[config.mk]
export PLATFORM = sky130hd
export DESIGN_NAME = data_cache_flat
export DESIGN_NICKNAME = d
export VERILOG_FILES = /design/src/rtl/data_cache_if.sv /design/src/rtl/data_cache.sv /design/src/flat_wrapper.sv
export SDC_FILE = /design/constraint.sdc
export NUM_CORES = 1
export LEC_CHECK = 0
export CORE_MARGIN = 2
export CORE_UTILIZATION = 25
export CTS_BUF_LIST = sky130_fd_sc_hd__clkbuf_16
export DETAILED_ROUTE_END_ITERATION = 6
export PLACE_DENSITY = 0.42
export SYNTH_ARGS = -nofsm -noshare
export SYNTH_HDL_FRONTEND = slang
export SYNTH_SLANG_ARGS = --single-unit
[constraint.sdc]
create_clock -name clk -period 8.3 [get_ports clk]
set_input_delay 1.245 -clock clk [delete_from_list [all_inputs] [get_ports clk]]
set_output_delay 1.245 -clock clk [all_outputs]
set_load 0.02 [all_outputs]
[src/rtl/data_cache_if.sv]
// Core-side load/store request bus of the data cache.
// The core drives the request as master; the cache answers with rdata and stall as slave.
interface data_cache_if;
  logic        req_valid;
  logic        req_write;
  logic [31:0] req_addr;
  logic [31:0] req_wdata;
  logic [31:0] rdata;
  logic        stall;

  modport master (
    output req_valid, req_write, req_addr, req_wdata,
    input  rdata, stall
  );

  modport slave (
    input  req_valid, req_write, req_addr, req_wdata,
    output rdata, stall
  );
endinterface

[src/rtl/data_cache.sv]
// Direct-mapped, write-back, write-allocate data cache with zero-latency hits.
// A miss stalls the core while a dirty victim is written back and the line is refilled word by word.
module data_cache #(
  parameter int NUM_LINES  = 4,
  parameter int LINE_WORDS = 4
) (
  input  logic          clk,
  input  logic          reset,
  data_cache_if.slave   bus,
  output logic [31:0]   mem_address,
  output logic [31:0]   mem_wdata,
  output logic          mem_store,
  input  logic [31:0]   mem_rdata,
  output logic [31:0]   hit_count,
  output logic [31:0]   miss_count
);
  localparam int IW = $clog2(NUM_LINES);
  localparam int OW = $clog2(LINE_WORDS);
  localparam int TW = 30 - IW - OW;
  localparam logic [OW-1:0] LAST = OW'(LINE_WORDS - 1);

  typedef enum logic [1:0] {IDLE, WRITEBACK, REFILL} state_t;

  state_t                  state, next_state;
  logic [OW-1:0]           cnt;
  logic                    replay;
  logic [NUM_LINES-1:0]    valid;
  logic [NUM_LINES-1:0]    dirty;
  logic [TW-1:0]           tags  [NUM_LINES];
  logic [31:0]             words [NUM_LINES*LINE_WORDS];

  logic [OW-1:0]           off;
  logic [IW-1:0]           idx;
  logic [TW-1:0]           req_tag;
  logic                    hit;
  logic                    last;
  logic                    miss;
  logic                    complete;
  logic                    unused_addr_bits;

  assign off              = bus.req_addr[OW+1:2];
  assign idx              = bus.req_addr[OW+IW+1:OW+2];
  assign req_tag          = bus.req_addr[31:OW+IW+2];
  assign unused_addr_bits = ^bus.req_addr[1:0];
  assign hit              = valid[idx] && (tags[idx] == req_tag);
  assign last             = (cnt == LAST);

  always_comb begin
    next_state  = state;
    bus.stall   = 1'b0;
    bus.rdata   = '0;
    mem_store   = 1'b0;
    mem_address = '0;
    mem_wdata   = '0;
    miss        = 1'b0;
    complete    = 1'b0;
    case (state)
      IDLE: begin
        if (bus.req_valid) begin
          if (hit) begin
            complete = 1'b1;
            if (!bus.req_write)
              bus.rdata = words[{idx, off}];
          end else begin
            bus.stall  = 1'b1;
            miss       = 1'b1;
            next_state = (valid[idx] && dirty[idx]) ? WRITEBACK : REFILL;
          end
        end
      end
      WRITEBACK: begin
        bus.stall   = 1'b1;
        mem_store   = 1'b1;
        mem_address = {tags[idx], idx, cnt, 2'b00};
        mem_wdata   = words[{idx, cnt}];
        if (last)
          next_state = REFILL;
      end
      REFILL: begin
        bus.stall   = 1'b1;
        mem_address = {req_tag, idx, cnt, 2'b00};
        if (last)
          next_state = IDLE;
      end
      default: next_state = IDLE;
    endcase
  end

  // The replay flag marks the first IDLE completion after a fill so it is not counted as a hit.
  always_ff @(posedge clk or negedge reset) begin
    if (!reset) begin
      state      <= IDLE;
      cnt        <= '0;
      replay     <= 1'b0;
      valid      <= '0;
      dirty      <= '0;
      hit_count  <= '0;
      miss_count <= '0;
    end else begin
      state <= next_state;
      case (state)
        IDLE: begin
          if (miss) begin
            cnt        <= '0;
            miss_count <= miss_count + 32'd1;
          end else if (complete) begin
            replay <= 1'b0;
            if (bus.req_write)
              dirty[idx] <= 1'b1;
            if (!replay)
              hit_count <= hit_count + 32'd1;
          end
        end
        WRITEBACK: cnt <= last ? '0 : cnt + 1'b1;
        REFILL: begin
          cnt <= last ? '0 : cnt + 1'b1;
          if (last) begin
            valid[idx] <= 1'b1;
            dirty[idx] <= 1'b0;
            replay     <= 1'b1;
          end
        end
        default: ;
      endcase
    end
  end

  always_ff @(posedge clk) begin
    if (state == REFILL) begin
      words[{idx, cnt}] <= mem_rdata;
      if (last)
        tags[idx] <= req_tag;
    end else if (complete && bus.req_write) begin
      words[{idx, off}] <= bus.req_wdata;
    end
  end
endmodule

[src/flat_wrapper.sv]
// flat-port wrapper written by rule: the top's interface ports become plain ports
module data_cache_flat 
#(
  parameter int NUM_LINES  = 4,
  parameter int LINE_WORDS = 4
)
  (clk, reset, mem_address, mem_wdata, mem_store, mem_rdata, hit_count, miss_count, bus_req_valid, bus_req_write, bus_req_addr, bus_req_wdata, bus_rdata, bus_stall);
  data_cache_if bus_i ();
  input  logic clk;
  input  logic reset;
  output logic [31:0] mem_address;
  output logic [31:0] mem_wdata;
  output logic mem_store;
  input  logic [31:0] mem_rdata;
  output logic [31:0] hit_count;
  output logic [31:0] miss_count;
  input wire logic [$bits(bus_i.req_valid)-1:0] bus_req_valid;
  input wire logic [$bits(bus_i.req_write)-1:0] bus_req_write;
  input wire logic [$bits(bus_i.req_addr)-1:0] bus_req_addr;
  input wire logic [$bits(bus_i.req_wdata)-1:0] bus_req_wdata;
  output wire logic [$bits(bus_i.rdata)-1:0] bus_rdata;
  output wire logic [$bits(bus_i.stall)-1:0] bus_stall;
  assign bus_i.req_valid = bus_req_valid;
  assign bus_i.req_write = bus_req_write;
  assign bus_i.req_addr = bus_req_addr;
  assign bus_i.req_wdata = bus_req_wdata;
  assign bus_rdata = bus_i.rdata;
  assign bus_stall = bus_i.stall;
  data_cache #(.NUM_LINES(NUM_LINES), .LINE_WORDS(LINE_WORDS)) u_core (.clk(clk), .reset(reset), .bus(bus_i), .mem_address(mem_address), .mem_wdata(mem_wdata), .mem_store(mem_store), .mem_rdata(mem_rdata), .hit_count(hit_count), .miss_count(miss_count));
endmodule
Yosys cells after proc, flatten, opt, wreduce, memory -nomap -nowiden
Memories as Yosys holds them, arrays and structs flattened.
Cells that the tools add are included.
{"block": "word_totals", "register_bits": 77, "mem_bits_rw": 616, "inputBits": 100, "output_inout_bits": 162, "wordCells": 97, "mem_count": 2}
{"block": "op_classes", "n_addsub": 3, "n_lt_le_gt_ge": 2, "n_eq_ne": 12, "muxes": 49, "bitwise": 6, "n_reduce_logical": 16}
{"name": "u_core.words", "words": 16, "word_bits": 32, "read_ports": 2, "rd_clocked_by_memory_dff": 0, "wr": 1, "line": "data_cache.sv:30", "source": "logic [31:0] words [NUM_LINES*LINE_WORDS];"}
{"name": "u_core.tags", "words": 4, "word_bits": 26, "read_ports": 1, "rd_clocked_by_memory_dff": 0, "wr": 1, "line": "data_cache.sv:29", "source": "logic [TW-1:0] tags [NUM_LINES];"}
{"cell": "two-way mux 32 bit", "count": 6}
{"cell": "adder 32 x 1 -> 32 bit, second input constant", "count": 2}
{"cell": "case mux 32 bit (2 select lines)", "count": 1}
{"cell": "OR reduction 32 bit", "count": 1}
{"cell": "equality test 26 bit", "count": 1}
{"cell": "two-way mux 1 bit", "count": 22}
{"cell": "two-way mux 4 bit", "count": 5}
{"cell": "two-way mux 2 bit", "count": 7}
{"cell": "AND reduction 4 bit", "count": 3}
{"cell": "inequality test 2 x 1 -> 1 bit, second input constant", "count": 4}
{"cell": "inequality test 2 bit, second input constant", "count": 4}
{"cell": "OR 4 bit", "count": 2}
{"cell": "case mux 4 bit (2 select lines)", "count": 1}
{"cell": "case mux 2 bit (3 select lines)", "count": 1}
{"cell": "AND reduction 2 bit", "count": 3}
{"cell": "AND reduction 5 bit", "count": 1}
{"cell": "AND 4 bit", "count": 1}
{"cell": "binary-select mux 1 bit (select 2 bit)", "count": 2}
{"cell": "equality test 2 bit, second input constant", "count": 2}
{"cell": "logical AND 1 bit", "count": 4}
{"cell": "inverter 4 bit", "count": 1}
{"cell": "case mux 1 bit (2 select lines)", "count": 2}
{"cell": "case mux 2 bit (2 select lines)", "count": 1}
{"cell": "nonzero test 2 bit", "count": 2}
{"cell": "8 further kinds", "count": 9}

Logic depth before layout (Yosys ltp)
{"block": "logic_depth", "depth_word": 12, "mapped_depth": 12, "depth_no_buf": 8}

Worst setup path after synthesis
OpenSTA, ideal clock, no wires.
{"block": "synth_timing", "path_type": "input to register", "from": "in bus_req_addr[4]", "to": "mem u_core.words[3][0] (enable)", "setup_ps": 595, "arrival_time_ps": 9001, "t_required_ps": 7705, "path_slack_ps": -1296, "path_stages": 11, "n_path_buf": 4, "cell_sequence": "buf_6 > buf_6 > buf_6 > buf_6 > mux2_1 > a222oi_1 > o2111ai_1 > a211o_1 > nor4_4 > mux2_2 > a2111oi_0"}
{"block": "synth_via", "elab_chain_cells": 12, "elab_cells_between_ends": 15, "cone_classes": "eq/ne (1); mux (10); reduce/logical (3); memory (1)"}
{"element": "start: declaration", "line": "flat_wrapper.sv:19", "source": "input wire logic [$bits(bus_i.req_addr)-1:0] bus_req_addr;"}
{"element": "memory read (4 x 26 bit) / binary-select mux 1 bit (select 2 bit) (equally long branches)"}
{"element": "equality test 26 bit / two-way mux 1 bit (equally long branches)", "line": "data_cache.sv:45", "source": "assign hit = valid[idx] && (tags[idx] == req_tag);"}
{"element": "logical AND 1 bit", "line": "data_cache.sv:45"}
{"element": "two-way mux 1 bit", "line": "data_cache.sv:60", "source": "if (hit) begin"}
{"element": "two-way mux 1 bit", "line": "data_cache.sv:59", "source": "if (bus.req_valid) begin"}
{"element": "two-way mux 1 bit", "line": "data_cache.sv:57", "source": "case (state)"}
{"element": "logical AND 1 bit", "line": "data_cache.sv:133", "source": "end else if (complete && bus.req_write) begin"}
{"element": "two-way mux 1 bit", "line": "data_cache.sv:133"}
{"element": "two-way mux 1 bit", "line": "data_cache.sv:129", "source": "if (state == REFILL) begin"}
{"element": "two-way mux 1 bit (not written as such)", "line": "data_cache.sv:134", "source": "words[{idx, off}] <= bus.req_wdata;"}
{"element": "OR reduction 32 bit (no source line)"}
{"element": "two-way mux 4 bit (no source line) / two-way mux 1 bit (equally long branches)"}
{"element": "end: declaration", "line": "data_cache.sv:30"}
Several ways; a longest one is shown, not always the timed one. The select of a mux whose other input is x is not followed.

Final worst setup path
{"block": "layout_timing", "from": "in bus_req_addr[4]", "to": "out bus_rdata[22]"}
{"block": "layout_via", "elab_chain_cells": 6, "elab_cells_between_ends": 10, "cone_classes": "eq/ne (1); mux (6); reduce/logical (1); memory (2)"}
{"element": "memory read (4 x 26 bit) / binary-select mux 1 bit (select 2 bit) (equally long branches)"}
{"element": "equality test 26 bit / two-way mux 1 bit (equally long branches)", "line": "data_cache.sv:45"}
{"element": "logical AND 1 bit", "line": "data_cache.sv:45"}
{"element": "two-way mux 32 bit *", "line": "data_cache.sv:60"}
{"element": "two-way mux 32 bit *", "line": "data_cache.sv:59"}
{"element": "two-way mux 32 bit *", "line": "data_cache.sv:57"}
{"element": "end: declaration", "line": "flat_wrapper.sv:21", "source": "output wire logic [$bits(bus_i.rdata)-1:0] bus_rdata;"}
Every way passes the cells marked *; elsewhere a longest branch is shown, timed or not. The select of a mux whose other input is x is not followed.

==> impl_metrics.toml <==
[clock_network]
cts_tree = "built"
clkSinkCount = 693
post_cts_buffers = 0
cts_hold_buf = 0
cts_max_path_buffers = 3
ctsResizeCount = 0
cts_buffers = 84
ctsRootBufferMaster = "clkbuf_16"
clk-insertion-delay-late_ns = 0.66
htree_levels = 3
clk_pin_slew_ns = 0.06

[die]
coreArea_sq_um = 129000
die_area_sq_um = 133000
rows = 132
pin_count = 262
die_h_microns = 365
die_w_microns = 365
start_util_pct = 25.2

[synth]
synthFlopType = "edfxtp_1"
syn-instance-count = 1717
ys_seq_elements = 693
synth_area_sq_um = 32600
ys_types = 60
synth-edff-count = 616
ys_warn_count = 0
synth-seq-area-share_pct = 62.7
synth_area_per_cell_sq_um = 19.0
async_flop_share_pct = 11.1

[timing]
worst_pin_slew_ns = 1.20
relSlewSlack_pct = 19.1
whs_ns = 0.467
max_freq_mhz = 146
fin_ws_ns = 1.44
final_max_slew_viol_count = 0
post-route-min-period_ns = 6.86
finalClockSkew_ns = 0.0253
hold_violations = 0
finalCritPeriodShare_pct = 82.6
setup_viol = 0
tns_ns = 0
rsz0062_at_grt = "no"

[worst_setup_path]
worstReg2RegStart = "u_core.tags[3][14]"
worst-path-max-fanout = 41
critPathRequiredTime_ns = 7.05
reg2reg_to = "u_core.words[10][3]"
reg2reg_depth = 8
endpoint = "bus_rdata[22]"
startpoint = "bus_req_addr[4]"
reg2reg_slack_ns = 3.16
path_class = "input port to output port"
cp.arrival_ns = 5.61
startpoint_type = "input port"
cp-end-kind = "output port"

[placed_design]
pre_cts_slack_ns = 1.37
io_buffers = 257
gp_congestion = 0.764
dpl.hpwl_mm = 55.2

[detailed_routing]
dr_total_vias = 18300
drcViolationCount = 0
drt_first_pass_iters = 7
vias_per_cell = 4.81
wl_per_cell_microns = 25.9
wl_mm = 98.4
ant_nets = 0
drt_iter0_markers = 1333

[cells_and_area]
drive_gt1_share_pct = 28.1
regArea_sq_um = 20400
antenna_cells = 0
multiInputGateArea_sq_um = 11800
num-nets-final = 2094
nFillCells = 12500
area_growth_pct = 23.2

[global_routing]
first_global_vias = 20000
grt_start_max_net_pins = 137
grt.total_usage_pct = 14.7
grt_pass1_wl_mm = 141
grt-ovfl-total = 0
antenna_found_initial = 2

[pwr]
power_density_nw_per_um2 = 263
leakage_nw = 12.7
peakVddDrop_mv = 0.246

[status]
status = "completed"

[min_path]
hold_path.class = "flop to flop"

[flow_run]
cap_violations = 0
[layer usage]
metal  up-vias  part of all wire, %  GRT usage [%]
met5         -                0.013              0
met4         2                  2.5           4.11
met3       135                  3.7           1.91
met2       487                   49           24.8
met1      9890                   45           19.8
li1       7736                    -              -
[critical path: stages]
cell and delay, ns:
buf_6 0.44, mux4_2 0.61, xnor2_1 0.21, nand4_1 0.21, a2111o_1 0.44, nor4_1 0.57
nand3b_1 0.60, buf_12 0.40, nor2b_1 0.20, clkdlybuf4s50_1 0.63
[worst min-delay path by stage]
stage / from / endpoint / slack, ns / cells after the start
floorplan: u_core.valid[2] / u_core.valid[2] / 0.43 / 1
global placement: u_core.valid[3] / u_core.valid[3] / 0.45 / 1
detailed placement: u_core.valid[1] / u_core.valid[1] / 0.46 / 1
CTS: u_core.valid[1] / u_core.valid[1] / 0.47 / 1
global route: u_core.valid[3] / u_core.valid[3] / 0.48 / 1
finish: u_core.valid[1] / u_core.valid[1] / 0.47 / 1
[kinds of logic (layout without fill, tap and decap cells)]
| family | after synthesis | in the layout | share of synthesized area (%) |
|---|---|---|---|
| and+or+nand+nor | 320 | 320 | 5.41 |
| xor gates and xnor gates | 83 | 83 | 2.23 |
| other | 1 | 2 | 0.0115 |
| buffers and inverters | 135 | 472 | 1.73 |
| adders and majority gates | 7 | 7 | 0.269 |
| muxes | 402 | 402 | 25.8 |
| AOI/OAI and AO/OA | 76 | 76 | 1.86 |
| DFF | 693 | 693 | 62.7 |
[placed cells by master, fill, tap and decap left out, types with 7 or more instances in the layout]
cell type | netlist | final
edfxtp_1 | 616 | 616
mux4_2 | 344 | 344
clkdlybuf4s50_1 | 0 | 252
clkbuf_16 | 0 | 84
dfrtp_1 | 77 | 75
xnor2_1 | 63 | 63
nor2_1 | 53 | 50
and2_1 | 47 | 47
nand3_1 | 42 | 42
nand2_1 | 41 | 41
nor2b_1 | 41 | 41
buf_4 | 3 | 41
mux2_2 | 40 | 40
inv_1 | 15 | 39
nand4_1 | 26 | 26
a22oi_1 | 24 | 24
xor2_1 | 20 | 20
clkinv_1 | 0 | 18
and3_1 | 16 | 16
mux2i_1 | 15 | 15
clkinv_2 | 0 | 13
a211oi_4 | 0 | 12
nor3_1 | 11 | 10
a21oi_1 | 7 | 7
[cell type report]
| cell class | count | area share (%) |
|---|---|---|
| inverter | 15 | 0.140 |
| timing repair buffer | 303 | 7.47 |
| tap | 1742 | 5.43 |
| sequential | 693 | 50.9 |
| clock inverter | 70 | 1.34 |
| clock buffer | 84 | 5.24 |
| multi-input combinational | 890 | 29.4 |
[synthesized netlist by cell type, types with 26 or more instances]
cell type / count / area, sq um
edfxtp_1: 616 / 18500
clkbuf_1: 86 / 323
nor2_1: 53 / 199
nand4_1: 26 / 163
dfrtp_1: 77 / 1930
nand3_1: 42 / 210
mux2_2: 40 / 450
mux4_2: 344 / 7750
xnor2_1: 63 / 552
and2_1: 47 / 294
nor2b_1: 41 / 257
nand2_1: 41 / 154
[sequential cells by signal (all words and copies together), names as in the netlist, named ones only]
register / cells
u_core.valid: 4
u_core.tags: 104
u_core.cnt: 2
u_core.state: 2
u_core.replay: 1
u_core.hit_count: 32
u_core.miss_count: 32
u_core.words: 512
[report_power, final]
part | internal, mW | total, mW | switching, mW
Sequential | 4.09 | 4.24 | 0.157
Combinational | 1.29 | 2.77 | 1.48
Clock | 2.04 | 3.55 | 1.51
[stage by stage]
step	instances	util, %	cell area, sq um	power, mW
3_5_place_dp	3643	29.0	37500	7.16
4_1_cts	3797	31.0	40100	10.7
5_1_grt	3797	31.0	40100	11.0
3_3_place_gp	3643	29.0	37500	7.13
6_report	3797	31.0	40100	10.6
2_1_floorplan	1718	-	32600	6.05
(Power assumes the default switching activity.)
